$ cat config.mk
export PLATFORM = sky130hd
export DESIGN_NAME = seq_divider
export DESIGN_NICKNAME = d
export VERILOG_FILES = /design/src/rtl/core_pkg.sv /design/src/rtl/div_sign_fix.sv /design/src/rtl/seq_divider.sv
export SDC_FILE = /design/constraint.sdc
export NUM_CORES = 1
export LEC_CHECK = 0
export ABC_AREA = 1
export BUFFER_PORTS_ARGS = -buffer_cell sky130_fd_sc_hd__buf_4
export CORE_ASPECT_RATIO = 0.5
export CORE_MARGIN = 5
export CORE_UTILIZATION = 40
export CTS_CLUSTER_SIZE = 16
export DETAILED_ROUTE_END_ITERATION = 8
export HOLD_SLACK_MARGIN = 0.08
export RECOVER_POWER = 50
export SLEW_MARGIN = 25
export SYNTH_ARGS = -nofsm -noshare
export SYNTH_HDL_FRONTEND = slang
export SYNTH_SLANG_ARGS = --single-unit
$ cat constraint.sdc
create_clock -name clk -period 5.6 [get_ports clk]
set_clock_uncertainty 0.15 [all_clocks]
set_input_delay 0.84 -clock clk [delete_from_list [all_inputs] [get_ports clk]]
set_output_delay 0.84 -clock clk [all_outputs]
set_load 0.01 [all_outputs]
$ cat src/rtl/core_pkg.sv
// Shared core definitions: divider FSM state encoding and the latency the hazard unit stalls for.
package core_pkg;

  typedef enum logic [1:0] {
    DIV_IDLE = 2'd0,
    DIV_CALC = 2'd1,
    DIV_FIN  = 2'd2
  } div_state_t;

  localparam int DIV_N   = 32;
  localparam int DIV_LAT = DIV_N + 1;

endpackage

$ cat src/rtl/div_sign_fix.sv
// Conditional two's-complement negate, used to restore signs on the divider magnitude results.
module div_sign_fix #(
  parameter int N = 32
) (
  input  logic [N-1:0] mag,
  input  logic         negate,
  output logic [N-1:0] result
);

  localparam logic [N-1:0] ONE = N'(1);

  // Negate the magnitude when the signed result must be negative.
  always_comb begin
    if (negate) begin
      result = ~mag + ONE;
    end else begin
      result = mag;
    end
  end

endmodule

$ cat src/rtl/seq_divider.sv
// Iterative radix-2 restoring divider, one quotient bit per cycle, start/busy/done handshake.
module seq_divider
  import core_pkg::*;
#(
  parameter int N = 32
) (
  input  logic         clk,
  input  logic         rst_n,
  input  logic         start,
  input  logic         is_signed,
  input  logic [N-1:0] dividend,
  input  logic [N-1:0] divisor,
  input  logic         flush,
  output logic         busy,
  output logic         done,
  output logic [N-1:0] quotient,
  output logic [N-1:0] remainder,
  output logic         div_by_zero
);

  localparam int            CW   = $clog2(N);
  localparam logic [N-1:0]  ONE  = N'(1);
  localparam logic [CW-1:0] LAST = CW'(N - 1);

  div_state_t    state_r;
  logic [CW-1:0] cnt_r;
  logic [N:0]    acc_r;
  logic [N-1:0]  quo_r;
  logic [N-1:0]  dvs_r;
  logic          q_neg_r;
  logic          r_neg_r;

  logic          dvd_neg_s;
  logic          dvs_neg_s;
  logic [N-1:0]  dvd_mag_s;
  logic [N-1:0]  dvs_mag_s;
  logic [N:0]    shift_s;
  logic [N:0]    diff_s;
  logic [N:0]    acc_nxt_s;
  logic [N-1:0]  quo_nxt_s;
  logic [N-1:0]  q_fix_s;
  logic [N-1:0]  r_fix_s;

  // Operand sign detection and magnitudes, sampled on an accepted start.
  always_comb begin
    dvd_neg_s = is_signed & dividend[N-1];
    dvs_neg_s = is_signed & divisor[N-1];
    if (dvd_neg_s) begin
      dvd_mag_s = ~dividend + ONE;
    end else begin
      dvd_mag_s = dividend;
    end
    if (dvs_neg_s) begin
      dvs_mag_s = ~divisor + ONE;
    end else begin
      dvs_mag_s = divisor;
    end
  end

  // One restoring step: shift in the next dividend bit, keep the difference if non-negative.
  always_comb begin
    shift_s = {acc_r[N-1:0], quo_r[N-1]};
    diff_s  = shift_s - {1'b0, dvs_r};
    if (!diff_s[N]) begin
      acc_nxt_s = diff_s;
      quo_nxt_s = {quo_r[N-2:0], 1'b1};
    end else begin
      acc_nxt_s = shift_s;
      quo_nxt_s = {quo_r[N-2:0], 1'b0};
    end
  end

  div_sign_fix #(.N(N)) u_fix_quo (
    .mag    (quo_nxt_s),
    .negate (q_neg_r),
    .result (q_fix_s)
  );

  div_sign_fix #(.N(N)) u_fix_rem (
    .mag    (acc_nxt_s[N-1:0]),
    .negate (r_neg_r),
    .result (r_fix_s)
  );

  // Control FSM, iteration datapath and registered results.
  always_ff @(posedge clk or negedge rst_n) begin
    if (!rst_n) begin
      state_r     <= DIV_IDLE;
      cnt_r       <= '0;
      acc_r       <= '0;
      quo_r       <= '0;
      dvs_r       <= '0;
      q_neg_r     <= 1'b0;
      r_neg_r     <= 1'b0;
      busy        <= 1'b0;
      done        <= 1'b0;
      quotient    <= '0;
      remainder   <= '0;
      div_by_zero <= 1'b0;
    end else if (flush) begin
      state_r <= DIV_IDLE;
      busy    <= 1'b0;
      done    <= 1'b0;
    end else begin
      case (state_r)
        DIV_IDLE: begin
          done <= 1'b0;
          if (start) begin
            busy <= 1'b1;
            if (divisor == '0) begin
              // RISC-V divide-by-zero result, skipping the iteration entirely.
              state_r     <= DIV_FIN;
              done        <= 1'b1;
              quotient    <= '1;
              remainder   <= dividend;
              div_by_zero <= 1'b1;
            end else begin
              state_r     <= DIV_CALC;
              div_by_zero <= 1'b0;
              cnt_r       <= LAST;
              acc_r       <= '0;
              quo_r       <= dvd_mag_s;
              dvs_r       <= dvs_mag_s;
              q_neg_r     <= dvd_neg_s ^ dvs_neg_s;
              r_neg_r     <= dvd_neg_s;
            end
          end else begin
            busy <= 1'b0;
          end
        end
        DIV_CALC: begin
          acc_r <= acc_nxt_s;
          quo_r <= quo_nxt_s;
          if (cnt_r == '0) begin
            state_r   <= DIV_FIN;
            done      <= 1'b1;
            quotient  <= q_fix_s;
            remainder <= r_fix_s;
          end else begin
            cnt_r <= cnt_r - CW'(1);
          end
        end
        DIV_FIN: begin
          state_r <= DIV_IDLE;
          busy    <= 1'b0;
          done    <= 1'b0;
        end
        default: begin
          state_r <= DIV_IDLE;
          busy    <= 1'b0;
          done    <= 1'b0;
        end
      endcase
    end
  end

endmodule

**After elaboration in Yosys (flattened, before gate mapping)**

Index checks and enable logic that the tools add are counted.

- $add $sub $neg: 6
- Equality and inequality tests: 9
- Mux-type cells: 37
- Bitwise operators: 9
- Reductions and logical operators: 10

Operators with widths:

| kind | number |
|---|---|
| $mux W32 | 15 |
| $pmux W32 S2 | 4 |
| $add A32 B1 Y32 const B | 4 |
| $not A32 Y32 | 4 |
| $sub A33 B32 Y33 | 1 |
| $logic_not A32 Y1 | 1 |
| $mux W5 | 3 |
| $ne A2 B2 Y1 const B | 6 |
| $pmux W5 S2 | 1 |
| $reduce_and A5 Y1 | 2 |
| $mux W2 | 4 |
| $reduce_and A4 Y1 | 2 |
| $mux W1 | 7 |
| $ne A3 B3 Y1 const B | 2 |
| $logic_not A5 Y1 | 1 |
| $sub A5 B1 Y5 const B | 1 |
| $pmux W1 S2 | 2 |
| $pmux W2 S2 | 1 |
| $reduce_and A3 Y1 | 1 |
| $and A1 B1 Y1 | 2 |
| $eq A2 B1 Y1 const B | 1 |
| $logic_not A2 Y1 | 1 |
| $not A1 Y1 | 2 |
| $reduce_and A2 Y1 | 1 |
| 2 further kinds | 2 |

- Bits in registers: 172
- Bits of input ports: 69
- Output and inout port bits: 67
- Word-level logic and storage cells: 83

**Logic depth before layout (Yosys ltp)**

- Depth in word-level cells: 7
- Mapped depth: 30
- Depth with buffers taken out: 28

**By module**

Synthesis repeated with hierarchy kept, for this count alone.

- Cell total of the unflattened synthesis: 2345
- Area total of the unflattened synthesis: 14325.0 um2

Modules (own cells, without submodules):

| module | instances | cells an instance | area an instance (um2) | seq. area each (um2) |
|---|---|---|---|---|
| seq_divider | 1 | 1891 | 12107.9 | 4304.1 |
| div_sign_fix | 2 | 227 | 1108.6 | 0.0 |

**Worst setup path before layout**

OpenSTA, ideal clock, no wires.

- Path kind: register -> register
- Start point: reg quo_r[31]
- End point: reg quotient[28]
- Setup time: 0.079 ns
- Arrival time: 3.928 ns
- Required time: 5.371 ns
- Slack: 1.443 ns
- Stages on the path, launching flop included: 29
- Buffers on the path: 2
- Period minus slack after synthesis: 4.157 ns
- Cells stage by stage: dfrtp_1 inv_1 ha_1 fa_1 inv_1 nand2_1 nand2_1 nand3_1 nand2_2 nand2_1 nand2_2 nand2_4 nand2_4 nand2_4 nand2_4 buf_8 buf_4 ha_1 nand3_1 nor3_2 nand3_1 nor3_1 nand3_1 nor2_1 nand2_1 nor3_1 a41oi_1 or2_2 a2bb2oi_1

- Word-level cells in the longest chain between the ends: 7

Ends and longest elaborated chain:

| item | line | text |
|---|---|---|
| start, declared | seq_divider.sv:28 | `logic [N-1:0] quo_r;` |
| start signal, assigned | seq_divider.sv:122 | `quo_r <= dvd_mag_s;` |
| start signal, assigned | seq_divider.sv:133 | `quo_r <= quo_nxt_s;` |
| $sub A33 B32 Y33 | seq_divider.sv:63 | `diff_s = shift_s - {1'b0, dvs_r};` |
| $mux W1 | seq_divider.sv:64 | `if (!diff_s[N]) begin` |
| $not A32 Y32 | div_sign_fix.sv:15 | `result = ~mag + ONE;` |
| $add A32 B1 Y32 | div_sign_fix.sv:15 |  |
| $mux W32 | div_sign_fix.sv:14 | `if (negate) begin` |
| $mux W32 | seq_divider.sv:134 | `if (cnt_r == '0) begin` |
| $pmux W32 S2 | seq_divider.sv:105 | `case (state_r)` |
| end signal, assigned | seq_divider.sv:137 | `quotient <= q_fix_s;` |
| end, declared | seq_divider.sv:16 | `output logic [N-1:0] quotient,` |

Every way passes these cells. The select of a mux whose other input is x is not followed.
A chain may end at the register's enable or synchronous reset.

**Worst setup path after layout**

- Start point: reg state_r[0]
- End point: reg quo_r[29]

- Word-level cells in the longest chain between the ends: 3
- Elaborated cells between the ends (all ways): 7
- Classes of those cells: eq/ne: 3; mux: 1; reduce/logical: 3

Ends and longest elaborated chain:

| item | line | text |
|---|---|---|
| start, declared | seq_divider.sv:25 | `div_state_t state_r;` |
| start signal, assigned | seq_divider.sv:88 | `state_r <= DIV_IDLE;` |
| start signal, assigned | seq_divider.sv:101 | `state_r <= DIV_IDLE;` |
| start signal, assigned | seq_divider.sv:112 | `state_r <= DIV_FIN;` |
| $logic_not A2 Y1 / $eq A2 B1 Y1 (equally long branches) | seq_divider.sv:105 |  |
| $ne A2 B2 Y1 (no line) / $reduce_bool A2 Y1 (equally long branches) | -- |  |
| $reduce_and A4 Y1 (no line) | -- |  |

Parallel ways exist; a longest one is shown, timed or not.

==> impl_metrics.ini <==
[outcome]
outcome = complete, but fails checks
violations = capacitance limit, slew limit

[clocking]
cts_setup_buffers = 0
path_clk_slew_ps = 80
cts.sinks = 172
ctsHoldBuffers = 0
htreeDepth = 4
cts_buffers = 17
ctsLongestPathBuffers = 2
clockRootBuffer = clkbuf_16
worstSkewPairLatency_ps = 460
cts_tree = yes
cts_resized = 0

[global_routing]
grt_overflow = 0
first_global_vias = 12400
grt_usage_pct = 23.0
antenna_found_initial = 2
grt_max_degree = 95
grt_pass1_wl_um = 68700

[synthesis]
yosys.area.top_type = dfrtp_1
syn-instance-count = 2045
synth.most_common_cell = nand2_1
async_reset_ff_share_pct = 100
synthesis.nets = 2153
synth_area_leaders = dfrtp_1, nand2_1, inv_1
yosys.cell_types.count = 63
avgSynthCellArea_um2 = 6.56
synth-edff-count = 0
ys_ff_latch = 172
ys.flop_type = dfrtp_1
synth-seq-area-share_pct = 32.1
synth_warnings = 0
netlist_area_um2 = 13400
ys_top_cells_by_count = nand2_1, inv_1, nor2_1
synth_top_area_share_pct = 32.1

[drt]
drc = 0
drt_iter0_markers = 1119
drt-total-wl_um = 43100
vias = 13400
wire_per_inst_um = 16.6
dr.pass1.iters = 6
final_antenna_net_count = 0
via_per_inst = 5.15

[setup_path]
crit_start = state_r[0]$_DFFE_PN0P_
critPathMaxFanout = 56
r2r_start = state_r[0]$_DFFE_PN0P_
required_ps = 5760
r2r_cells = 8
arrival_ps = 4780
cp-end-kind = register
start_kind = register
rrSetupSlack_ps = 980
crit_type = reg2reg
endpoint = quo_r[29]$_DFFE_PN0P_
r2r_end = quo_r[29]$_DFFE_PN0P_

[timing]
fin_setup_tns_ps = 0
rsz0062_at_grt = false
worst_slack_ps = 979
fin_crit_ps = 4620
setup_viol = 0
max_freq_mhz = 216
hold_viol = 0
min_period_over_period_pct = 82.5
maxSlewViolCount = 112
max_slew_margin_pct = -156
tightest_slew_ps = 3840

[placed_design]
dp_worst_setup_slack_ps = 1120
dp_hpwl_um = 33300
port_buffers = 135
post_dp_cell_area_um2 = 14800
gp_congestion = 0.945

[hold_path]
min_path_type = reg2reg

[die]
io-pin-count = 136
core_area_um2 = 33000
die_y_um = 139
dieArea_um2 = 37500
initial_core_util_pct = 40.6
dieWidth_um = 269
fp-row-count = 47

[cells_and_area]
multi_input_area_um2 = 7800
seq_area_um2 = 4300
nets = 2253
area_delta_synth_final_pct = 13.7
post-route-util_pct = 46.1
fillers = 3461
layout-drive-gt1-share_pct = 11.3
design_area_um2 = 15200

[job]
max_cap_violations = 2
-- layout by cell type (no fill, tap or decap), types with 8 or more instances in the layout --
master,instances
nand2_1,630
inv_1,250
nor2_1,176
dfrtp_1,172
o21ai_0,162
nand3_1,137
buf_4,116
a21oi_1,70
nor3_1,40
ha_1,38
clkbuf_1,34
nand2_2,26
xor2_1,23
nand4_1,23
xnor2_1,23
o22ai_1,22
o211ai_1,17
clkbuf_16,17
or2_2,16
a31oi_1,15
nor2_2,12
a2bb2oi_1,10
inv_2,9
o21a_1,9
nand2_4,8
-- stage by stage --
| step | std cells | hold WS, ps |
|---|---|---|
| 6_report | 2601 | 320 |
| 5_1_grt | 2601 | 339 |
| 4_1_cts | 2599 | 308 |
| 3_5_place_dp | 2567 | 311 |
| 3_3_place_gp | 2567 | 308 |
| 2_1_floorplan | 2045 | 303 |
-- registers in the layout, indices dropped and copies added (netlist names) --
signal	count
acc_r	32
busy	1
cnt_r	5
div_by_zero	1
done	1
dvs_r	32
q_neg_r	1
quo_r	32
quotient	32
r_neg_r	1
remainder	32
state_r	2
-- metal layers --
layer  track usage [%]  vias to the layer above  routed length (um)
li1                  -                     6860                   -
met1              35.5                     6136               21900
met2              33.8                      358               18300
met3              3.26                       43                2140
met4              5.38                        0                 743
met5                 0                        -                   0
-- worst max-delay path: stages, from the launching register on --
cell,delay (ps)
dfrtp_1,380
inv_1,50
nor2_1,1850
inv_2,740
buf_4,570
nand2_1,110
o21ai_0,80
o311ai_0,350
o21ai_0,160
-- logic make-up after synthesis --
family          synth area share (%)
mux                           0.0747
xor+xnor                        3.01
simple gates                    35.0
flops                           32.1
compound gates                  16.3
fa+ha+maj                       3.70
buf+inv                         9.79
-- layout make-up --
cell class,instances,area share (%)
clock inverters,10,0.690
flip-flops and latches,172,28.2
inverters,260,6.40
clock buffers,22,3.11
well taps,441,3.62
repair buffers,150,6.70
diodes,2,0.0328
multi-input cells,1544,51.2
-- worst min-delay path by stage --
stage,endpoint,start,cells past startpoint,slack [ps]
floorplan,dvs_r[10]$_DFFE_PN0P_,dvs_r[10]$_DFFE_PN0P_,2,300
global placement,quotient[0]$_DFFE_PN0P_,quotient[0]$_DFFE_PN0P_,2,310
detailed placement,quotient[0]$_DFFE_PN0P_,quotient[0]$_DFFE_PN0P_,2,310
CTS,dvs_r[26]$_DFFE_PN0P_,rst_n,1,310
global route,quotient[0]$_DFFE_PN0P_,quotient[0]$_DFFE_PN0P_,2,340
finish,quotient[10]$_DFFE_PN0P_,quotient[10]$_DFFE_PN0P_,2,320
Power is not shown: default switching activity piles up to over one toggle a cycle in this logic, so the estimate is an artifact.
